`src/rtl/demux_dispatcher_if.sv`:
```
// demux_dispatcher_if: producer stream, channel mask and demux-side bundle.
// slave: dispatcher view; master: producer/consumer view.
interface demux_dispatcher_if #(
    parameter int DATA_W = 1
);
    logic              in_valid;
    logic [DATA_W-1:0] in_data;
    logic              in_ready;
    logic [15:0]       ch_en;
    logic [15:0]       out_ready;
    logic [3:0]        sel;
    logic [DATA_W-1:0] out_data;
    logic [15:0]       out_valid;
    logic              wrap;

    modport slave (
        input  in_valid, in_data, ch_en, out_ready,
        output in_ready, sel, out_data, out_valid, wrap
    );

    modport master (
        output in_valid, in_data, ch_en, out_ready,
        input  in_ready, sel, out_data, out_valid, wrap
    );
endinterface

```
`src/rtl/demux_dispatcher.sv`:
```
// demux_dispatcher: round-robin steering of a valid/ready stream onto a 1-to-16 demux.
// Ports: clk, rst (sync, active-high), bus (slave: in_*, ch_en, out_ready, sel, out_data, out_valid, wrap).
module demux_dispatcher #(
    parameter int DATA_W = 1
) (
    input logic                clk,
    input logic                rst,
    demux_dispatcher_if.slave  bus
);
    typedef enum logic {
        EMPTY = 1'b0,
        FULL  = 1'b1
    } state_e;

    state_e            state_q, state_d;
    logic [3:0]        sel_q, sel_d;
    logic [3:0]        ptr_q, ptr_d;
    logic [DATA_W-1:0] data_q, data_d;
    logic              wrap_q, wrap_d;
    logic              first_q, first_d;

    logic [3:0] pick;
    logic [3:0] idx;
    logic       found;
    logic       accept;
    logic       drain;

    // First enabled channel at or after ptr, wrapping modulo 16.
    always_comb begin
        found = 1'b0;
        pick  = ptr_q;
        idx   = ptr_q;
        for (int k = 0; k < 16; k++) begin
            idx = ptr_q + k[3:0];
            if (!found && bus.ch_en[idx]) begin
                found = 1'b1;
                pick  = idx;
            end
        end
    end

    assign bus.in_ready = !rst && (|bus.ch_en) &&
                          (state_q == EMPTY || bus.out_ready[sel_q]);
    assign accept = bus.in_valid & bus.in_ready;
    assign drain  = (state_q == FULL) & bus.out_ready[sel_q];

    always_comb begin
        state_d = state_q;
        sel_d   = sel_q;
        ptr_d   = ptr_q;
        data_d  = data_q;
        wrap_d  = wrap_q;
        first_d = first_q;
        unique case (state_q)
            EMPTY: if (accept) state_d = FULL;
            FULL:  if (drain && !accept) state_d = EMPTY;
            default: state_d = EMPTY;
        endcase
        if (accept) begin
            // sel_q still holds the previous beat's channel here.
            wrap_d  = !first_q && (pick <= sel_q);
            sel_d   = pick;
            ptr_d   = pick + 4'd1;
            data_d  = bus.in_data;
            first_d = 1'b0;
        end
    end

    always_ff @(posedge clk) begin
        if (rst) begin
            state_q <= EMPTY;
            sel_q   <= 4'd0;
            ptr_q   <= 4'd0;
            data_q  <= '0;
            wrap_q  <= 1'b0;
            first_q <= 1'b1;
        end else begin
            state_q <= state_d;
            sel_q   <= sel_d;
            ptr_q   <= ptr_d;
            data_q  <= data_d;
            wrap_q  <= wrap_d;
            first_q <= first_d;
        end
    end

    assign bus.sel       = sel_q;
    assign bus.out_data  = data_q;
    assign bus.out_valid = (state_q == FULL) ? (16'h0001 << sel_q) : 16'h0000;
    assign bus.wrap      = wrap_q & (state_q == FULL);
endmodule

```
`src/flat_wrapper.sv`:
```
// flat-port wrapper written by rule: the top's interface ports become plain ports
module demux_dispatcher_flat 
#(
    parameter int DATA_W = 1
)
  (clk, rst, bus_in_valid, bus_in_data, bus_ch_en, bus_out_ready, bus_in_ready, bus_sel, bus_out_data, bus_out_valid, bus_wrap);
  demux_dispatcher_if #(.DATA_W(DATA_W)) bus_i ();
  input logic clk;
  input logic rst;
  input wire logic [$bits(bus_i.in_valid)-1:0] bus_in_valid;
  input wire logic [$bits(bus_i.in_data)-1:0] bus_in_data;
  input wire logic [$bits(bus_i.ch_en)-1:0] bus_ch_en;
  input wire logic [$bits(bus_i.out_ready)-1:0] bus_out_ready;
  output wire logic [$bits(bus_i.in_ready)-1:0] bus_in_ready;
  output wire logic [$bits(bus_i.sel)-1:0] bus_sel;
  output wire logic [$bits(bus_i.out_data)-1:0] bus_out_data;
  output wire logic [$bits(bus_i.out_valid)-1:0] bus_out_valid;
  output wire logic [$bits(bus_i.wrap)-1:0] bus_wrap;
  assign bus_i.in_valid = bus_in_valid;
  assign bus_i.in_data = bus_in_data;
  assign bus_i.ch_en = bus_ch_en;
  assign bus_i.out_ready = bus_out_ready;
  assign bus_in_ready = bus_i.in_ready;
  assign bus_sel = bus_i.sel;
  assign bus_out_data = bus_i.out_data;
  assign bus_out_valid = bus_i.out_valid;
  assign bus_wrap = bus_i.wrap;
  demux_dispatcher #(.DATA_W(DATA_W)) u_core (.clk(clk), .rst(rst), .bus(bus_i));
endmodule
```
`config.mk`:
```
export PLATFORM = sky130hd
export DESIGN_NAME = demux_dispatcher_flat
export DESIGN_NICKNAME = d
export VERILOG_FILES = /design/src/rtl/demux_dispatcher_if.sv /design/src/rtl/demux_dispatcher.sv /design/src/flat_wrapper.sv
export SDC_FILE = /design/constraint.sdc
export NUM_CORES = 1
export LEC_CHECK = 0
export CORE_MARGIN = 5
export CORE_UTILIZATION = 25
export DETAILED_ROUTE_END_ITERATION = 16
export GPL_TIMING_DRIVEN = 0
export PLACE_DENSITY = 0.43
export RECOVER_POWER = 25
export SYNTH_ARGS = -nofsm -noshare
export SYNTH_HDL_FRONTEND = slang
export SYNTH_SLANG_ARGS = --single-unit
```
`constraint.sdc`:
```
create_clock -name clk -period 6.7 [get_ports clk]
set_input_delay 1.34 -clock clk [delete_from_list [all_inputs] [get_ports clk]]
set_output_delay 1.34 -clock clk [all_outputs]
set_load 0.01 [all_outputs]
```
## Word level (Yosys, flattened, before mapping)

Index checks and enable logic that the tools add are counted.

- Add/sub/neg operators: 16
- Multipliers: 0
- Divide/modulo/power cells: 0
- $lt $le $gt $ge: 18
- Equality and inequality tests: 0
- Shift operators: 1
- Multiplexer cells: 68
- Bitwise logic cells: 4
- Reductions and logical operators: 39

Operator list:

| operator | number |
|---|---|
| 4-bit by 5-bit less-than comparator with 1-bit output (second input constant) | 17 |
| 1-bit binary-select mux with 4-bit select | 17 |
| 4-bit 2-to-1 mux | 15 |
| 1-bit 2-to-1 mux | 34 |
| 4-bit adder (second input constant) | 8 |
| 1-bit logical AND | 19 |
| 1-bit zero test | 18 |
| 4-bit by 3-bit adder with 4-bit output (second input constant) | 4 |
| 16-bit 2-to-1 mux | 1 |
| 16-bit OR reduction | 1 |
| 1-bit by 4-bit << shifter with 16-bit output (first input constant) | 1 |
| 4-bit by 1-bit adder with 4-bit output (second input constant) | 2 |
| 4-bit by 2-bit adder with 4-bit output (second input constant) | 2 |
| 4-bit <= comparator | 1 |
| 1-bit AND | 3 |
| 1-bit case mux with 2 select lines | 1 |
| 1-bit logical OR | 1 |
| 1-bit NOT | 1 |

- Bits in registers: 12
- Latch bits: 0
- Memory bits (writable): 0
- Bits in read-only memories: 0
- Input bits: 36
- Output and inout port bits: 23
- Memories: 0

## Longest topological paths before layout

Gate-level depths: netlist (run 1).

- Depth in word-level cells: 50
- Mapped depth: 25

## Worst setup path after synthesis (run 1)

Ideal clock, no wire load.

- Kind: register to register
- From: register u_core.ptr_q[1]
- To: register u_core.wrap_q
- Arrival: 5.545 ns
- Setup slack: 1.090 ns
- Stages on the path, launching flop included: 25
- Period minus slack after synthesis: 5.610 ns
- Cell sequence: dfxtp_1 -> clkbuf_1 -> clkbuf_1 -> inv_1 -> ha_1 -> buf_6 -> buf_6 -> mux4_2 -> mux2_4 -> mux2_4 -> or4_4 -> or4_4 -> or3_4 -> nand2_1 -> a21oi_1 -> a21o_1 -> ha_1 -> nor2b_1 -> o21ai_0 -> nand2b_1 -> a21oi_1 -> a41oi_1 -> nor3_1 -> a21oi_1 -> nor2_1

- Cells in the longest elaborated chain, start to end: 50
- Elaborated cells on any way between the ends: 109
- Classes of those cells: add/sub (15); order compare (1); mux (62); reduce/logical (31)

Ends and longest elaborated chain:

| item | line | RTL |
|---|---|---|
| from (decl) | demux_dispatcher.sv:17 | `logic [3:0] ptr_q, ptr_d;` |
| from (signal assigned) | demux_dispatcher.sv:80 | `ptr_q <= ptr_d;` |
| branches (longest 47 deep; another with 4-bit by 1-bit adder with 4-bit output) | -- |  |
| 4-bit 2-to-1 mux (*) | demux_dispatcher.sv:35 | `if (!found && bus.ch_en[idx]) begin` |
| net u_core.pick[1] | demux_dispatcher.sv:22 | `logic [3:0] pick;` |
| 4-bit <= comparator (*) | demux_dispatcher.sv:61 | `wrap_d = !first_q && (pick <= sel_q);` |
| 1-bit logical AND (*) | demux_dispatcher.sv:61 |  |
| to (signal assigned) | demux_dispatcher.sv:82 | `wrap_q <= wrap_d;` |
| to (decl) | demux_dispatcher.sv:19 | `logic wrap_q, wrap_d;` |

Mark *: on every way through the listed nets, which the timed path passes. The select of a mux whose other input is x is not followed.
A chain may end at the register's enable or synchronous reset.

## Final worst setup path (run 1)

Ends and elaborated chain as after synthesis.

==> metrics, run 1 <==
fillcell total 1295; pre-CTS setup slack 0.0471 ns; clock slew at reported path FFs 0.04 ns; Max Buffers Root-to-Sink 2; number of diodes 0; Hold Crit Class reg2reg; Max Slew Vio Count 0; Remaining Overflow, GRT 0; clk_skew 0.00387 ns; largest area contributor in the netlist mux4_2; Nets 469; Yosys top cell area share 15.6%; via count 3264; # port buffers 58; DRT Pass-1 Iters 4; drt drc 0; Synth cell types 62; post-layout instance count excluding filler cells 567; Final min period 6.29 ns; LEAKAGE 1.39 nW; CP Data Required Time 6.87 ns; Post-Syn Area per Cell 8.44 sq um; global placement routability congestion 0.905; Post-CTS Repair Setup Buffers 0; Post-synth EDFFs 0; GRT Util Overall 14.8%; Worst Setup End Kind flip-flop; Syn Std Cell Area 3020 sq um; pin count of the biggest net entering global routing 12; max-cap viol count 0; Power Dens Cells 591 nW/um^2; std cell rows 40; vias in the first global route 3283; die width 120 um; placed cells 563; WP data arrival 6.47 ns; die area 14400 sq um; kind of critical path reg2reg; Die Ht 120 um; fraction of layout cells with a size suffix above 1 15.7%; Tcrit/Tclk final 93.9%; sequential area share after synthesis 7.95%; Routed WL 11.0 mm; Initial DRC Count 146; CTS buffer count 3; H-tree levels 1; I/O pin count 59; Area after DPL 3790 sq um; Vias/cell 5.76; post-route antenna net violation count 0; Clock Root Buffer clkbuf_16; VDD IR max 0.172 mV; Worst setup SP type flip-flop; final setup vio count 0; fmax 0.159 GHz; worst skew pair latency 0.24 ns; clock sink count 12; synthesis-to-finish area growth 28.5%; Hold Violations, Final 0; HPWL after DPL 8.86 mm; core area 11900 sq um; FFs w/ async S/R, synth 0%; CP max FO 10; status finished clean; commonest register cell after synthesis dfxtp_1; synthesized flop and latch total 12; first-pass GRT wire length 17.4 mm; most frequent cells in the layout clkdlybuf4s50_1, nor2_1, mux2i_1; syn nets 406; RSZ-0062 raised after global routing no; top cells by area, synth mux4_2, mux2i_1, dfxtp_1; final instance area 3880 sq um; Worst Max-Slew Pin Slew 1.00 ns; most common library cell in the layout ignoring fill and taps clkdlybuf4s50_1; Ys Warns 0; drt wl/cell 19.5 um; Setup Total Neg Slack 0 ns; Initial Util 25.4%; Power Total 2.30 mW; CTS tree built; slack of the critical path 0.408 ns; initial antenna violation count 0; Cells after Synth 358; Relative slew margins 32.8%
## layer usage
metal / global-route usage [%] / part of all wire (%)
met1: 20.1 / 46
met5: 0 / 0
met4: 3.44 / 1.1
met2: 24.8 / 47
met3: 2.26 / 5.9
## area by class of cell
class,instances,area (sq um),share of cell area [%]
Tap cell,147,184,4.73
Clock buffer,4,88.8,2.29
Timing Repair Buffer,58,581,14.9
Sequential cell,12,240,6.18
Multi-Input combinational cell,318,2650,68.3
Buffer,20,109,2.80
Inverter,8,30.0,0.773
## Yosys cell counts (5+ instances only)
cell type and number:
nand3_1 18, mux4_2 21, nand2b_1 5, inv_1 6, dfxtp_1 12, nand2_1 27, xor2_1 6, clkbuf_1 11
nor4_1 5, nor2_1 37, mux2_2 19, a21oi_1 14, mux2i_1 34, a211oi_1 7, ha_1 12, xnor2_1 9
a31oi_1 5, nor3_1 13, o21ai_0 17
## worst paths after layout
check,startpoint,endpoint,slack [ns],cells after the start
worst max-delay path,u_core.ptr_q[1]$_SDFFE_PP0P_,u_core.wrap_q$_SDFFE_PP0P_,0.41,23
worst min-delay path,u_core.first_q$_SDFFE_PP1P_,u_core.first_q$_SDFFE_PP1P_,0.46,1
worst max register to register,u_core.ptr_q[1]$_SDFFE_PP0P_,u_core.wrap_q$_SDFFE_PP0P_,0.41,23
worst min register to register,u_core.first_q$_SDFFE_PP1P_,u_core.first_q$_SDFFE_PP1P_,0.46,1
## sequential cells by signal, summed over array words and instances, names as in the netlist
| name | count |
|---|---|
| u_core.first_q | 1 |
| u_core.ptr_q | 4 |
| u_core.state_q | 1 |
| u_core.wrap_q | 1 |
| u_core.bus.out_data | 1 |
| u_core.bus.sel | 4 |
## metrics by stage
stage                     utilization [%]  hold WS [ns]
after floorplan                         -         0.442
after global placement               31.8         0.455
after detailed placement             31.8         0.457
after CTS                            32.6         0.467
after global routing                 32.6         0.485
final                                32.6         0.463
## critical path, cell delays in order, from the launching register on
cell and delay (ns):
dfxtp_1 0.38, clkbuf_1 0.34, clkbuf_4 0.35, inv_1 0.17, ha_1 0.32, buf_6 0.12
mux4_1 0.67, mux2_2 0.36, mux2_4 0.30, or4_4 0.56, or4_4 0.58, or3_4 0.43
nand2_1 0.07, a21oi_1 0.04, a21o_1 0.29, ha_1 0.31, nor2b_1 0.13, o21ai_0 0.13
nand2b_1 0.08, a21oi_1 0.16, a41oi_1 0.07, nor3_1 0.20, a21oi_1 0.06, nor2_1 0.09
## cells by family (layout without fill, tap and decap cells)
| kind of cell | after synthesis | after routing | share of synthesized area (%) |
|---|---|---|---|
| AOI/OAI and AO/OA | 82 | 82 | 18.5 |
| and+or+nand+nor | 129 | 129 | 21.3 |
| muxes | 80 | 80 | 38.5 |
| buffers and inverters | 28 | 90 | 4.47 |
| xor gates and xnor gates | 15 | 15 | 4.35 |
| DFF | 12 | 12 | 7.95 |
| adders and majority gates | 12 | 12 | 4.97 |
## repair_timing
action / in CTS / in global routing
gates resized for setup: 1 / 3
hold buffers: 0 / 0
pin swaps: 0 / 0
setup endpoints to repair: 1 / 1
## where the power goes
group	switching (mW)	total, mW	leakage, nW	internal, mW
Clock	0.0303	0.120	0.0442	0.0900
Sequential	0.0199	0.114	0.0987	0.0937
Combinational	1.23	2.06	1.25	0.833
Total	1.28	2.30	1.39	1.02
(Power assumes the default switching activity.)
==> run 2: changes to the inputs <==
--- a/config.mk
+++ b/config.mk
@@ -9,8 +9,10 @@
 export CORE_UTILIZATION = 25
 export DETAILED_ROUTE_END_ITERATION = 16
 export GPL_TIMING_DRIVEN = 0
-export PLACE_DENSITY = 0.43
+export HOLD_SLACK_MARGIN = 0.08
+export PLACE_DENSITY = 0.44
 export RECOVER_POWER = 25
+export SLEW_MARGIN = 20
 export SYNTH_ARGS = -nofsm -noshare
 export SYNTH_HDL_FRONTEND = slang
 export SYNTH_SLANG_ARGS = --single-unit
==> constraint.sdc (replaced) <==
create_clock -name clk -period 5.4 [get_ports clk]
set_input_delay 1.08 -clock clk [delete_from_list [all_inputs] [get_ports clk]]
set_output_delay 1.08 -clock clk [all_outputs]
set_load 0.01 [all_outputs]
==> run 2 against run 1 <==
Compared with the run above:
- worst hold slack gained 0.0017 ns
- power grew 40%
- sequential power grew 26%
- final area grew 6.7%
- first-iteration DRC count grew 6.2%
- critical path type is now in2reg
- critical endpoint unchanged
- largest cell class unchanged
- largest power group unchanged
==> metrics, run 2 (synthesis gave the netlist of run 1 again) <==
CTS buffer count 3 (unchanged); final setup vio count 0 (unchanged); GR Util met1 21.1% (was 20.1%); worst skew pair latency 0.24 ns (about the same); post-route antenna net violation count 0 (unchanged); drt drc 0 (unchanged); clock sink count 12 (unchanged); CP max FO 6 (was 10); max-cap viol count 0 (unchanged); crit path from bus_ch_en[0] (was u_core.ptr_q[1]$_SDFFE_PP0P_); CTS tree built (unchanged); crit path to u_core.wrap_q$_SDFFE_PP0P_ (unchanged); CTS hold repair buffers 0 (unchanged); clk_skew 0.00424 ns (was 0.00387 ns); vias in the first global route 3163 (was 3283); GRT Util Overall 15.1% (was 14.8%); clock slew at reported path FFs 0.04 ns (about the same); Hold Violations, Final 0 (unchanged); Remaining Overflow, GRT 0 (unchanged); clock share of power 4.7% (was 5.2%); Max Buffers Root-to-Sink 2 (unchanged); WP data arrival 5.28 ns (was 6.47 ns); Vias/cell 5.44 (was 5.76); Nets 492 (was 469); reg2reg end u_core.wrap_q$_SDFFE_PP0P_ (unchanged); status finished clean (unchanged); I/O pin count 59 (unchanged); synthesis-to-finish area growth 37.2% (was 28.5%); Clock Root Buffer clkbuf_16 (unchanged); initial antenna violation count 0 (unchanged); met2 GRT Util 24.5% (was 24.8%); hold_sp u_core.first_q$_SDFFE_PP1P_ (unchanged); Worst Max-Slew Pin Slew 0.998 ns (was 1.00 ns); Power Dens Cells 774 nW/um^2 (was 591 nW/um^2); die area 14400 sq um (unchanged); Worst Setup End Kind flip-flop (unchanged); kind of critical path in2reg (was reg2reg); core area 11900 sq um (unchanged); global placement routability congestion 0.922 (was 0.905); via count 3209 (was 3264); final core occ 34.8% (was 32.6%); Most Used Layer, Global Route met2 (unchanged); Initial DRC Count 155 (was 146); most common library cell in the layout ignoring fill and taps nor2_1 (was clkdlybuf4s50_1); Worst setup SP type input pin (was flip-flop); std cell rows 40 (unchanged); fraction of layout cells with a size suffix above 1 26.2% (was 15.7%); Final min period 5.17 ns; LEAKAGE 1.54 nW (was 1.39 nW); Relative slew margins 33.0% (was 32.8%); Hold Crit Class reg2reg (unchanged); VDD IR max 0.247 mV (was 0.172 mV); die width 120 um (unchanged); first-pass GRT wire length 17.6 mm (was 17.4 mm); H-tree levels 1 (unchanged); pin count of the biggest net entering global routing 12 (unchanged); DRT Pass-1 Iters 4 (unchanged); Net Sw Frac 52.7% (was 55.8%); # port buffers 58 (unchanged); Internal Power 1.52 mW (was 1.02 mW); logic gate share of total power 90.8% (was 89.8%); Die Ht 120 um (unchanged); pre-CTS setup slack -0.822 ns (was 0.0471 ns); Max Slew Vio Count 0 (unchanged); most frequent cells in the layout nor2_1, clkdlybuf4s50_1, mux2i_1 (was clkdlybuf4s50_1, nor2_1, mux2i_1); NetSw 1.69 mW (was 1.28 mW); drt wl/cell 18.7 um (was 19.5 um); RSZ-0062 raised after global routing no (unchanged); Routed WL 11.1 mm (was 11.0 mm); Initial Util 25.4% (unchanged); Register-to-Register Path Depth 19 (was 23); slack of the critical path 0.232 ns (was 0.408 ns); fmax 0.194 GHz; RR Startpoint u_core.ptr_q[1]$_SDFFE_PP0P_ (unchanged); Tcrit/Tclk final 95.7%; number of diodes 0 (unchanged); M3 GR Usage 2.54% (was 2.26%); HPWL after DPL 8.74 mm (was 8.86 mm); CP Data Required Time 5.52 ns (was 6.87 ns); Seq pwr share 4.5% (was 4.9%); r2r setup slk 0.27 ns (was 0.41 ns)
==> run 2: cell count changes in the layout (fill, tap and decap cells not counted), sizes merged <==
| cell | before | now |
|---|---|---|
| inv | 8 | 7 |
| clkdlybuf4s15 | 0 | 5 |
| clkbuf | 16 | 21 |
| buf | 8 | 34 |
| clkinvlp | 0 | 1 |
| dlygate4sd2 | 0 | 3 |
| clkdlybuf4s50 | 51 | 35 |
==> run 2: how the worst min path moves through the flow <==
stage | to | slack (ns) | cells after the start
2_1_floorplan | u_core.first_q$_SDFFE_PP1P_ | 0.44 | 1
3_5_place_dp | u_core.first_q$_SDFFE_PP1P_ | 0.46 | 1
6_report | u_core.first_q$_SDFFE_PP1P_ | 0.46 | 1
5_1_grt | u_core.first_q$_SDFFE_PP1P_ | 0.48 | 1
4_1_cts | u_core.first_q$_SDFFE_PP1P_ | 0.47 | 1
3_3_place_gp | u_core.first_q$_SDFFE_PP1P_ | 0.45 | 1
==> run 2: cell type report <==
class,count,area [sq um]
inverters,8,33.8
flip-flops and latches,12,245
plain buffers,18,130
multi-input cells,318,2740
well taps,147,184
clock buffers,4,88.8
repair buffers,83,724
fillers,1260,7760
==> run 2: metrics by stage <==
step                hold slack, ns  cell area [sq um]  instances  TNS, ns  total power [mW]
finish                       0.464               4150        590        0              3.21
global route                 0.484               4150        590        0              3.49
CTS                          0.473               4050        579        0              3.01
detailed placement           0.458               3790        563    -1.43              2.64
global placement             0.451               3790        563    -1.54              2.65
floorplan                    0.442               3030        358        0              2.00
==> run 2: power groups by stage <==
stage | registers (mW) | logic (mW) | clock network [mW]
after floorplan | 0.140 | 1.86 | 0
final | 0.144 | 2.91 | 0.152
after detailed placement | 0.143 | 2.50 | 0
after CTS | 0.145 | 2.71 | 0.156
after global routing | 0.150 | 3.18 | 0.160
after global placement | 0.143 | 2.50 | 0
==> run 2: timing repair <==
action,in CTS,in global routing
buffers inserted,12,13
hold endpoints to repair,0,0
setup endpoints to repair,4,1
resized for setup,41,34
pin swaps,6,11
==> run 2: per-layer routing <==
layer	routed length (um)	vias up
met5	0	-
met4	83	0
li1	-	1568
met1	5300	1549
met2	5140	84
met3	523	8
==> run 2: worst max-delay path, stage by stage <==
cell,delay (ns)
clkdlybuf4s15_1,0.23
mux4_2,0.55
mux2_4,0.29
mux2_4,0.30
or4_4,0.55
or4_4,0.56
or2_1,0.25
buf_6,0.13
and4_1,0.18
a21oi_2,0.18
o21ai_4,0.11
ha_4,0.28
o21ai_1,0.05
nand2b_1,0.07
a21oi_1,0.06
a41oi_1,0.16
nor3_1,0.07
a21oi_1,0.12
nor2_1,0.05
==> run 3: changes to the inputs <==
--- a/config.mk
+++ b/config.mk
@@ -5,12 +5,10 @@
 export SDC_FILE = /design/constraint.sdc
 export NUM_CORES = 1
 export LEC_CHECK = 0
-export CORE_MARGIN = 5
 export CORE_UTILIZATION = 25
 export DETAILED_ROUTE_END_ITERATION = 16
 export GPL_TIMING_DRIVEN = 0
 export HOLD_SLACK_MARGIN = 0.08
-export PLACE_DENSITY = 0.44
 export RECOVER_POWER = 25
 export SLEW_MARGIN = 20
 export SYNTH_ARGS = -nofsm -noshare
==> run 3 against run 2 <==
Compared with the run above:
- worst hold slack about the same
- sequential power about the same
- final area about the same
- maximum frequency down 2.9%
- first-iteration DRC count up 52%
- setup slack worse by 0.15 ns
- count of clock-buffer cells in the layout down 1
- largest power group unchanged
==> metrics, run 3 (synthesis gave the netlist of run 1 again) <==
Initial Util 26.0% (was 25.4%); CTS hold repair buffers 0 (unchanged); Worst Max-Slew Pin Slew 0.936 ns (was 0.998 ns); kind of critical path in2reg (unchanged); crit-path max cell delay 0.57 ns (was 0.56 ns); via count 3419 (was 3209); CP Data Required Time 5.51 ns (was 5.52 ns); clock share of power 4.1% (was 4.7%); slowest CP cell or4_4 (unchanged); Power Dens Cells 786 nW/um^2 (was 774 nW/um^2); crit path cell chain dlygate4sd2_1 -> mux4_2 -> mux2_4 -> mux2_4 -> or4_4 -> or4_4 -> or3_4 -> nand2_1 -> a21oi_1 -> a21o_1 -> ha_4 -> nor2b_1 -> o21ai_1 -> nand2b_1 -> a21oi_1 -> a41oi_1 -> nor3_1 -> a21oi_1 -> nor2_1 (was clkdlybuf4s15_1 -> mux4_2 -> mux2_4 -> mux2_4 -> or4_4 -> or4_4 -> or2_1 -> buf_6 -> and4_1 -> a21oi_2 -> o21ai_4 -> ha_4 -> o21ai_1 -> nand2b_1 -> a21oi_1 -> a41oi_1 -> nor3_1 -> a21oi_1 -> nor2_1); clock slew at reported path FFs 0.04 ns (about the same); fillcell total 1187 (was 1260); worst skew pair latency 0.24 ns (about the same); Hold Violations, Final 0 (unchanged); drt drc 0 (unchanged); core area 11600 sq um (was 11900 sq um); GRT Util Overall 16.7% (was 15.1%); Internal Power 1.54 mW (was 1.52 mW); die width 112 um (was 120 um); slack of the critical path 0.0787 ns (was 0.232 ns); DRT Pass-1 Iters 5 (was 4); most frequent cells in the layout nor2_1, clkdlybuf4s50_1, mux2i_1 (unchanged); Clock Root Buffer clkbuf_16 (unchanged); WP data arrival 5.43 ns (was 5.28 ns); final core occ 35.7% (was 34.8%); Worst Setup End Kind flip-flop (unchanged); Nets 493 (was 492); RR Startpoint u_core.ptr_q[0]$_SDFFE_PP0P_ (was u_core.ptr_q[1]$_SDFFE_PP0P_); Max Buffers Root-to-Sink 2 (unchanged); initial antenna violation count 0 (unchanged); max-cap viol count 0 (unchanged); drt wl/cell 18.5 um (was 18.7 um); post-layout instance count excluding filler cells 586 (was 590); Hold Crit Class reg2reg (unchanged); synthesis-to-finish area growth 37.2% (about the same); Routed WL 10.8 mm (was 11.1 mm); global placement routability congestion 0.917 (was 0.922); most numerous cell on the critical path a21oi_1; Net Sw Frac 52.8% (was 52.7%); Initial DRC Count 236 (was 155); CTS buffer count 3 (unchanged); fraction of layout cells with a size suffix above 1 24.2% (was 26.2%); CP max FO 5 (was 6); fmax 0.188 GHz (was 0.194 GHz); first-pass GRT wire length 16.9 mm (was 17.6 mm); post-route antenna net violation count 0 (unchanged); NetSw 1.72 mW (was 1.69 mW); Min Hold Slack 0.465 ns (was 0.464 ns); final setup vio count 0 (unchanged); crit path from bus_ch_en[14] (was bus_ch_en[0]); LEAKAGE 1.54 nW (about the same); Tcrit/Tclk final 98.5% (was 95.7%); die area 12500 sq um (was 14400 sq um); most common library cell in the layout ignoring fill and taps nor2_1 (unchanged); Vias/cell 5.83 (was 5.44); clock sink count 12 (unchanged); number of diodes 0 (unchanged); clk_skew 0.00273 ns (was 0.00424 ns); Remaining Overflow, GRT 0 (unchanged); placed cells 559 (was 563); Max Slew Vio Count 0 (unchanged); Worst setup SP type input pin (unchanged); HPWL after DPL 8.20 mm (was 8.74 mm); Final min period 5.32 ns (was 5.17 ns); pre-CTS setup slack -0.783 ns (was -0.822 ns); logic gate share of total power 91.5% (was 90.8%); pin count of the biggest net entering global routing 12 (unchanged); # port buffers 58 (unchanged); vias in the first global route 3339 (was 3163); VDD IR max 0.290 mV (was 0.247 mV); status finished clean (unchanged); hold_sp u_core.first_q$_SDFFE_PP1P_ (unchanged); Power Total 3.26 mW (was 3.21 mW); Seq pwr share 4.4% (was 4.5%); std cell rows 39 (was 40); CTS tree built (unchanged); H-tree levels 1 (unchanged); Relative slew margins 37.2% (was 33.0%); I/O pin count 59 (unchanged); Die Ht 112 um (was 120 um)
-- run 3: cell count changes in the layout (fill, tap and decap cells not counted), sizes merged --
cell	change
clkdlybuf4s15	-4
clkbuf	-9
buf	+1
dlygate4sd2	+12
-- run 3: through the flow --
step           TNS (ns)  cell area [sq um]
2_1_floorplan         0               3030
3_3_place_gp     -0.967               3790
3_5_place_dp      -1.23               3790
4_1_cts               0               4030
5_1_grt         -0.0192               4150
6_report              0               4150
-- run 3: final timing paths --
| path | endpoint | slack (ns) | depth (start not counted) |
|---|---|---|---|
| max | u_core.wrap_q$_SDFFE_PP0P_ | 0.08 | 19 |
| min | u_core.first_q$_SDFFE_PP1P_ | 0.46 | 1 |
| max reg2reg | u_core.wrap_q$_SDFFE_PP0P_ | 0.13 | 24 |
| min reg2reg | u_core.first_q$_SDFFE_PP1P_ | 0.46 | 1 |
-- run 3: worst max-delay path, delay by kind of cell --
| family | cells | cell delay [ns] |
|---|---|---|
| AND/OR/NAND/NOR | 8 | 1.90 |
| adder cells (fa/ha/maj) | 1 | 0.28 |
| buffers and inverters | 1 | 0.29 |
| AO/OA/AOI/OAI | 6 | 0.74 |
| multiplexers | 3 | 1.13 |
-- run 3: layout make-up --
cell class | count | area [sq um] | share of cell area (%)
multi-input combinational | 318 | 2740 | 66.1
clock buffer | 3 | 75.1 | 1.81
sequential | 12 | 244 | 5.88
inverter | 8 | 33.8 | 0.814
timing repair buffer | 84 | 757 | 18.3
tap | 143 | 179 | 4.31
buffer | 18 | 118 | 2.84
-- run 3: power by group through the flow --
stage	clock network, mW	logic [mW]	registers [mW]
floorplan	0	1.86	0.140
global placement	0	2.43	0.141
detailed placement	0	2.47	0.142
CTS	0.134	2.68	0.144
global route	0.141	3.18	0.148
finish	0.133	2.98	0.144
-- run 3: repair_timing --
action / CTS / global route
gates resized for setup: 41 / 10
buffers inserted: 13 / 13
endpoints found under the setup margin: 4 / 1
pin swaps: 7 / 8
-- run 3: per-layer routing --
metal	wire, um	part of all wire (%)	global-route usage (%)
met1	4530	42	21.4
met2	5310	49	28.8
met3	799	7.4	2.83
met4	192	1.8	4.89
met5	0	0	0
